`config.mk`:
```
export PLATFORM = sky130hd
export DESIGN_NAME = y86_execute_stage
export DESIGN_NICKNAME = d
export VERILOG_FILES = /design/src/rtl/y86_execute_stage.sv
export SDC_FILE = /design/constraint.sdc
export NUM_CORES = 1
export LEC_CHECK = 0
export ABC_AREA = 1
export CAP_MARGIN = 15
export CORE_UTILIZATION = 47
export CTS_CLUSTER_DIAMETER = 150
export CTS_CLUSTER_SIZE = 10
export DETAILED_ROUTE_END_ITERATION = 8
export PLACE_DENSITY = 0.81
export SYNTH_ARGS = -nofsm -noshare
export SYNTH_HDL_FRONTEND = slang
export SYNTH_SLANG_ARGS = --single-unit
```
`constraint.sdc`:
```
create_clock -name clk -period 5.75 [get_ports clk]
set_input_delay 1.15 -clock clk [delete_from_list [all_inputs] [get_ports clk]]
set_output_delay 1.15 -clock clk [all_outputs]
set_load 0.02 [all_outputs]
```
`src/rtl/y86_execute_stage.sv`:
```
// y86_execute_stage: Y86-64 execute stage.
// Selects ALU operands, computes valE, maintains the condition codes,
// evaluates the jXX/cmovXX condition and registers results into E/M.
// Optional feature macro: CC_OVERFLOW_EN (when undefined there is no OF
// flop, cc_of is tied low and conditions evaluate with OF = 0).
module y86_execute_stage (
   input  logic        clk,
   input  logic        reset,
   input  logic        e_valid,
   input  logic [3:0]  e_icode,
   input  logic [3:0]  e_ifun,
   input  logic [63:0] e_valA,
   input  logic [63:0] e_valB,
   input  logic [63:0] e_valC,
   input  logic [3:0]  e_dstE,
   input  logic [3:0]  e_dstM,
   input  logic        m_stall,
   input  logic        m_bubble,
   input  logic        set_cc_inhibit,
   output logic [63:0] e_valE_fwd,
   output logic [3:0]  e_dstE_fwd,
   output logic        M_valid,
   output logic [3:0]  M_icode,
   output logic        M_Cnd,
   output logic [63:0] M_valE,
   output logic [63:0] M_valA,
   output logic [3:0]  M_dstE,
   output logic [3:0]  M_dstM,
   output logic        cc_zf,
   output logic        cc_sf,
   output logic        cc_of
);

   localparam logic [3:0] I_NOP = 4'h1, I_RRMOVQ = 4'h2, I_IRMOVQ = 4'h3,
                          I_RMMOVQ = 4'h4, I_MRMOVQ = 4'h5, I_OPQ = 4'h6,
                          I_JXX = 4'h7, I_CALL = 4'h8, I_RET = 4'h9,
                          I_PUSHQ = 4'hA, I_POPQ = 4'hB;
   localparam logic [3:0] R_NONE = 4'hF;

   function automatic logic [63:0] alu_val(input logic [3:0] fn,
                                           input logic [63:0] a,
                                           input logic [63:0] b);
      case (fn)
         4'h0:    alu_val = b + a;
         4'h1:    alu_val = b - a;
         4'h2:    alu_val = b & a;
         4'h3:    alu_val = b ^ a;
         default: alu_val = 64'd0;
      endcase
   endfunction

`ifdef CC_OVERFLOW_EN
   function automatic logic alu_of(input logic [3:0] fn, input logic [63:0] a,
                                   input logic [63:0] b, input logic [63:0] v);
      case (fn)
         4'h0:    alu_of = (a[63] == b[63]) && (v[63] != a[63]);
         4'h1:    alu_of = (a[63] != b[63]) && (v[63] != b[63]);
         default: alu_of = 1'b0;
      endcase
   endfunction
`endif

   function automatic logic cond(input logic [3:0] fn, input logic zf,
                                 input logic sf, input logic of);
      case (fn)
         4'h0:    cond = 1'b1;
         4'h1:    cond = (sf ^ of) | zf;
         4'h2:    cond = sf ^ of;
         4'h3:    cond = zf;
         4'h4:    cond = ~zf;
         4'h5:    cond = ~(sf ^ of);
         4'h6:    cond = ~(sf ^ of) & ~zf;
         default: cond = 1'b0;
      endcase
   endfunction

   logic [63:0] w_aluA, w_aluB, w_valE;
   logic [3:0]  w_alufun, w_dstE;
   logic        w_cnd, w_cc_we, w_of_cur;
   logic        r_zf, r_sf;
   logic        r_vld_p1, r_cnd_p1;
   logic [3:0]  r_icode_p1, r_dstE_p1, r_dstM_p1;
   logic [63:0] r_valE_p1, r_valA_p1;

   // Stage p0: operand select, ALU, condition evaluation from current CC
   always_comb begin
      w_aluA = 64'd0;
      w_aluB = 64'd0;
      case (e_icode)
         I_RRMOVQ, I_OPQ:             w_aluA = e_valA;
         I_IRMOVQ, I_RMMOVQ, I_MRMOVQ: w_aluA = e_valC;
         I_CALL, I_PUSHQ:             w_aluA = -64'sd8;
         I_RET, I_POPQ:               w_aluA = 64'd8;
         default:                     w_aluA = 64'd0;
      endcase
      case (e_icode)
         I_RMMOVQ, I_MRMOVQ, I_OPQ, I_CALL,
         I_RET, I_PUSHQ, I_POPQ:      w_aluB = e_valB;
         default:                     w_aluB = 64'd0;
      endcase
   end

   assign w_alufun = (e_icode == I_OPQ) ? e_ifun : 4'h0;
   assign w_valE   = alu_val(w_alufun, w_aluA, w_aluB);
   assign w_cc_we  = e_valid && (e_icode == I_OPQ) && !set_cc_inhibit && !m_stall;
   assign w_cnd    = ((e_icode == I_RRMOVQ) || (e_icode == I_JXX)) ?
                     cond(e_ifun, r_zf, r_sf, w_of_cur) : 1'b0;
   assign w_dstE   = ((e_icode == I_RRMOVQ) && !w_cnd) ? R_NONE : e_dstE;

   assign e_valE_fwd = w_valE;
   assign e_dstE_fwd = w_dstE;

   // Condition-code register for zero and sign flags
   always_ff @(posedge clk) begin
      if (reset) begin
         r_zf <= 1'b1;
         r_sf <= 1'b0;
      end else if (w_cc_we) begin
         r_zf <= (w_valE == 64'd0);
         r_sf <= w_valE[63];
      end
   end

`ifdef CC_OVERFLOW_EN
   logic r_of;
   // Overflow flag, updated alongside ZF/SF
   always_ff @(posedge clk) begin
      if (reset)        r_of <= 1'b0;
      else if (w_cc_we) r_of <= alu_of(w_alufun, w_aluA, w_aluB, w_valE);
   end
   assign w_of_cur = r_of;
`else
   assign w_of_cur = 1'b0;
`endif

   assign cc_zf = r_zf;
   assign cc_sf = r_sf;
   assign cc_of = w_of_cur;

   // Stage p1: E/M register, reset > stall > bubble > load
   always_ff @(posedge clk) begin
      if (reset || (!m_stall && (m_bubble || !e_valid))) begin
         r_vld_p1   <= 1'b0;
         r_icode_p1 <= I_NOP;
         r_cnd_p1   <= 1'b0;
         r_valE_p1  <= 64'd0;
         r_valA_p1  <= 64'd0;
         r_dstE_p1  <= R_NONE;
         r_dstM_p1  <= R_NONE;
      end else if (!m_stall) begin
         r_vld_p1   <= 1'b1;
         r_icode_p1 <= e_icode;
         r_cnd_p1   <= w_cnd;
         r_valE_p1  <= w_valE;
         r_valA_p1  <= e_valA;
         r_dstE_p1  <= w_dstE;
         r_dstM_p1  <= e_dstM;
      end
   end

   assign M_valid = r_vld_p1;
   assign M_icode = r_icode_p1;
   assign M_Cnd   = r_cnd_p1;
   assign M_valE  = r_valE_p1;
   assign M_valA  = r_valA_p1;
   assign M_dstE  = r_dstE_p1;
   assign M_dstM  = r_dstM_p1;

endmodule

```
==> results of run 1 <==
kinds of logic after synthesis:
family | after synthesis
AOI/OAI and AO/OA | 403
buffers and inverters | 739
adders and majority gates | 126
other | 1
xor gates and xnor gates | 60
DFF | 144
and+or+nand+nor | 1605
cell usage after synthesis (3+ instances only):
cell       count
a21boi_0       4
a21o_1         3
a21oi_1      176
a22o_1        38
buf_1         13
buf_2          7
buf_4          3
buf_6         10
clkbuf_1      63
dfxtp_1      144
ha_1         125
inv_1        621
inv_2         20
nand2_1      726
nand2_2        5
nand3_1      168
nand3_2        4
nand3b_1      12
nand4_1       58
nor2_1       551
nor2_2         5
nor2_4         5
nor3_1        27
nor3_2        22
nor3_4         5
nor4_1         6
o2111ai_1      3
o211ai_1      28
o21ai_0      101
o21ai_1       15
o21ai_2        3
o21bai_1      16
o22ai_1        3
o31ai_1        4
or2_2          3
xor2_1        58
metrics by stage:
step | setup WS, ps | hold slack [ps] | std cells | area (sq um) | TNS [ps]
after CTS | -712 | 465 | 4703 | 30300 | -20460
after detailed placement | -1960 | 456 | 4563 | 26800 | -87770
after global placement | -1960 | 451 | 4563 | 26800 | -81400
after floorplan | -11.2 | 545 | 3078 | 17100 | -26.0
routing by layer:
layer | GRT usage (%) | GRT overflow
met4 | 72.6 | 18
met5 | 25.4 | 0
met2 | 91.9 | 27
met3 | 57.7 | 0
met1 | 73.4 | 0
timing repair:
| item | CTS |
|---|---|
| setup endpoints to repair | 80 |
| gates cloned | 5 |
| gates resized for setup | 654 |
| setup buffers | 104 |
| pin swaps | 155 |
==> flow_summary.yaml, run 1 <==
clock_tree:
  ctsRootBufferMaster: "clkbuf_16"
  cts.path.max_buffers: 2
  postCtsHoldBufs: 0
  numCtsBuffers: 17
  cts.sink_count: 144
  htreeDepth: 4
sta:
  grt_worst_setup_endpoint: "e_valE_fwd[60]"
  worst-ep-kind: "top-level output"
floorplanning:
  num_io_pins: 427
  die_x_microns: 192
  rows: 69
  die_height_microns: 192
  initial_utilization_pct: 47.8
synth:
  ys_top_cells_by_area: "dfxtp_1 17%, nand2_1 16%, inv_1 14%, nor2_1 12%, ha_1 9.2%"
  synth-edff-count: 0
  synth_compound_area_share_pct: 13.8
  synth_xor_area_share_pct: 3.08
  syn_avg_cell_area_sq_um: 5.53
  syn_nets: 3418
  syn-cell-area_sq_um: 17000
  synthCells: 3078
  synthAdderAreaFrac_pct: 9.30
  synth_top_family_by_area: "simple AND/OR/NAND/NOR gates"
  synthMuxAreaShare_pct: 0
  synth_ff_type: "dfxtp_1"
  ys_ff_latch: 144
  seq_area_frac_synth_pct: 16.9
  synth_top_area_cell: "dfxtp_1"
  yosysWarnings: 0
  netlist.area_leader.share_pct: 16.9
  async_flop_share_pct: 0
  synth_cell_types: 53
  synth-simple-area-share_pct: 40.0
global_route:
  grt.overflow.total: 45
  grt_use_total_pct: 73.8
  grt_max_degree: 88
run_status:
  error_line: "[ERROR GRT-0232] Routing congestion too high. Check the congestion heatmap in the GUI."
  haltStage: "global routing"
  status: "aborted with a tool error"
placement:
  hpwl_mm: 68.3
  place_congestion: 1.03
  io_buffer_count: 425
==> run 2, diff against run 1 <==
--- a/config.mk
+++ b/config.mk
@@ -7,11 +7,9 @@
 export LEC_CHECK = 0
 export ABC_AREA = 1
 export CAP_MARGIN = 15
-export CORE_UTILIZATION = 47
-export CTS_CLUSTER_DIAMETER = 150
-export CTS_CLUSTER_SIZE = 10
+export CORE_UTILIZATION = 40
 export DETAILED_ROUTE_END_ITERATION = 8
-export PLACE_DENSITY = 0.81
+export PLACE_DENSITY_LB_ADDON = 0.15
 export SYNTH_ARGS = -nofsm -noshare
 export SYNTH_HDL_FRONTEND = slang
 export SYNTH_SLANG_ARGS = --single-unit
==> constraint.sdc (replaced) <==
create_clock -name clk -period 7.48 [get_ports clk]
set_input_delay 1.496 -clock clk [delete_from_list [all_inputs] [get_ports clk]]
set_output_delay 1.496 -clock clk [all_outputs]
set_load 0.02 [all_outputs]
==> run 2 against run 1 <==
Effect of this change:
- the flow now finishes without violations
- area after synthesis did not move
- synthesized cell count stayed put
==> flow_summary.yaml, run 2 <==
synth:
  netlist.area_leader.share_pct: 16.9
  synth_ff_type: "dfxtp_1"
  syn_nets: 3418
  synthCells: 3078
  synth-edff-count: 0
  seq_area_frac_synth_pct: 16.9
  synth_common_cells: "726 x nand2_1, 621 x inv_1, 551 x nor2_1"
  syn-cell-area_sq_um: 17000
  synth_top_area_cell: "dfxtp_1"
  yosysWarnings: 0
  async_flop_share_pct: 0
  syn_avg_cell_area_sq_um: 5.53
  yosysMostFrequentCell: "nand2_1"
  ys_ff_latch: 144
  synth_cell_types: 53
  ys_top_cells_by_area: "dfxtp_1 17%, nand2_1 16%, inv_1 14%, nor2_1 12%, ha_1 9.2%"
sta:
  fin_tns_setup_ps: 0
  setup_violations: 0
  finalCriticalPeriod_ps: 7350
  hold_viol: 0
  min_period_over_period_pct: 98.2
  rsz0062_at_grt: "true"
  fmax_ghz: 0.136
  worstMarginPinSlew_ps: 1040
  maxSlewHeadroom_pct: 30.5
  skew_ps: 5.16
  final_max_slew_viol_count: 0
final_layout:
  seqCellArea_sq_um: 2880
  finalNetCount: 4391
  drive_gt1_share_pct: 25.9
  fin_area_sq_um: 28200
  layout_commonest_cell: "nand2_1"
  fillers: 3775
  final_cells: 4609
  multi_input_area_sq_um: 12700
  postLayoutCoreUtil_pct: 67.2
  area_growth_pct: 65.5
  final_cell_mix: "666 x nand2_1, 652 x buf_4, 611 x inv_1, 480 x nor2_1, 365 x clkdlybuf4s50_1"
route:
  wirelength_mm: 87.4
  vias: 23744
  drc_errors: 0
  avgViaCountPerCell: 5.15
  post_drt_wl_per_cell_microns: 19.0
  drt_iter0_drc: 2033
  drtAntennaViolNets: 0
  drtPass1Iterations: 6
min_path:
  hold_end: "M_valA[5]$_SDFFE_PP0N_"
  hold_class: "reg2reg"
  holdCritStartpoint: "M_valA[5]$_SDFFE_PP0N_"
  holdPathStages: 2
worst_setup_path:
  critical_path_class: "in2out"
  crit-reg2reg-launch: "cc_zf$_SDFFE_PP1P_"
  required_ps: 5980
  r2r_end: "M_dstE[1]$_SDFFE_PP1N_"
  cp_max_fo: 5
  cp_data_arrival_time_ps: 5850
  slowest_delay_ps: 300
  start_kind: "input pin"
  slowest_stage: "ha_4"
  cp-end-kind: "output port"
  rr_worst_depth: 7
  r2r_slack_ps: 5890
power:
  vdd.ir_drop.worst_mv: 0.191
  p_leak_nw: 15.4
  power.density_nw_per_um2: 141
floorplanning:
  coreArea_sq_um: 41900
  rows: 75
  die_height_microns: 208
  die_x_microns: 208
  initial_utilization_pct: 40.6
  dieArea_sq_um: 43400
  num_io_pins: 427
global_route:
  grt_pass1_wl_mm: 129
  grt.overflow.total: 0
  grt_pass1_vias: 22523
  grt_antenna_before_repair: 8
  grt_max_degree: 97
  grt_use_total_pct: 39.1
placement:
  hpwl_mm: 73.0
  dpl_cell_area_sq_um: 25900
  dpl.cell_count: 4529
  place_congestion: 1.06
  io_buffer_count: 425
clock_tree:
  cts.path.max_buffers: 2
  numCtsBuffers: 17
  insertion_delay_ps: 500
  ctsRootBufferMaster: "clkbuf_16"
  cts.sink_count: 144
  htreeDepth: 4
  path_clk_slew_ps: 70
  cts_tree: "built"
run:
  drv_cap: 0
run_status:
  status: "finished, final reports clean"
## run 2: cell counts after synthesis
Identical to the previous run, type by type.
## run 2: how the worst max path moves through the flow
stage | slack, ps | cells past startpoint | from | endpoint
6_report | 130 | 35 | e_icode[0] | e_valE_fwd[51]
5_1_grt | -160 | 35 | e_icode[0] | e_valE_fwd[51]
4_1_cts | -10 | 36 | e_icode[1] | e_valE_fwd[52]
3_5_place_dp | -980 | 31 | e_icode[1] | e_valE_fwd[54]
3_3_place_gp | -890 | 31 | e_icode[3] | e_valE_fwd[54]
2_1_floorplan | 900 | 30 | e_icode[1] | e_valE_fwd[47]
## run 2: area by class of cell
class,instances,share of cell area (%)
clock buffers,17,1.51
multi-input cells,2195,44.9
well taps,539,2.39
repair buffers,1050,31.8
flip-flops and latches,144,10.2
diodes,8,0.0710
inverters,643,8.58
clock inverters,13,0.550
## run 2: report_power, final
part,total (mW),leakage (nW),internal [mW],switching [mW]
combinational,2.23,14.0,0.979,1.25
clock,0.909,0.275,0.493,0.416
sequential,0.832,1.18,0.809,0.0230
## run 2: timing repair
item	4_1_cts	5_1_grt
setup buffers	17	23
hold buffers	0	0
cloned	0	2
hold endpoints to repair	0	0
endpoints found under the setup margin	37	40
resized for setup	191	246
pin swaps	33	72
## run 2: cell families after synthesis
| kind of cell | synth area share, % |
|---|---|
| AND/OR/NAND/NOR | 40.0 |
| buffers and inverters | 16.8 |
| AO/OA/AOI/OAI | 13.8 |
| flip-flops | 16.9 |
| adder cells (fa/ha/maj) | 9.30 |
| XOR/XNOR | 3.08 |
| other | 0.0220 |
## run 2: critical path, delay by kind of cell
family	cells	cell delay, ps
compound gates	2	320
xor+xnor	1	150
simple gates	21	2260
buf+inv	10	1320
fa+ha+maj	1	300
## run 2: metal layers
layer  up-vias  wire length, microns  global-route usage, %
li1      11524                     -                      -
met1     10944                 37500                   51.1
met2      1092                 38600                   62.1
met3       184                  7590                   7.79
met4         0                  3730                   17.2
met5         -                     0                      0
## run 2: stage by stage
stage	total power [mW]	setup slack (ps)	hold slack, ps
floorplan	1.78	895	545
global placement	2.85	-892	451
CTS	3.83	-14.6	470
detailed placement	2.87	-981	457
finish	3.97	133	469
global route	4.16	-161	499
(Power assumes the default switching activity.)
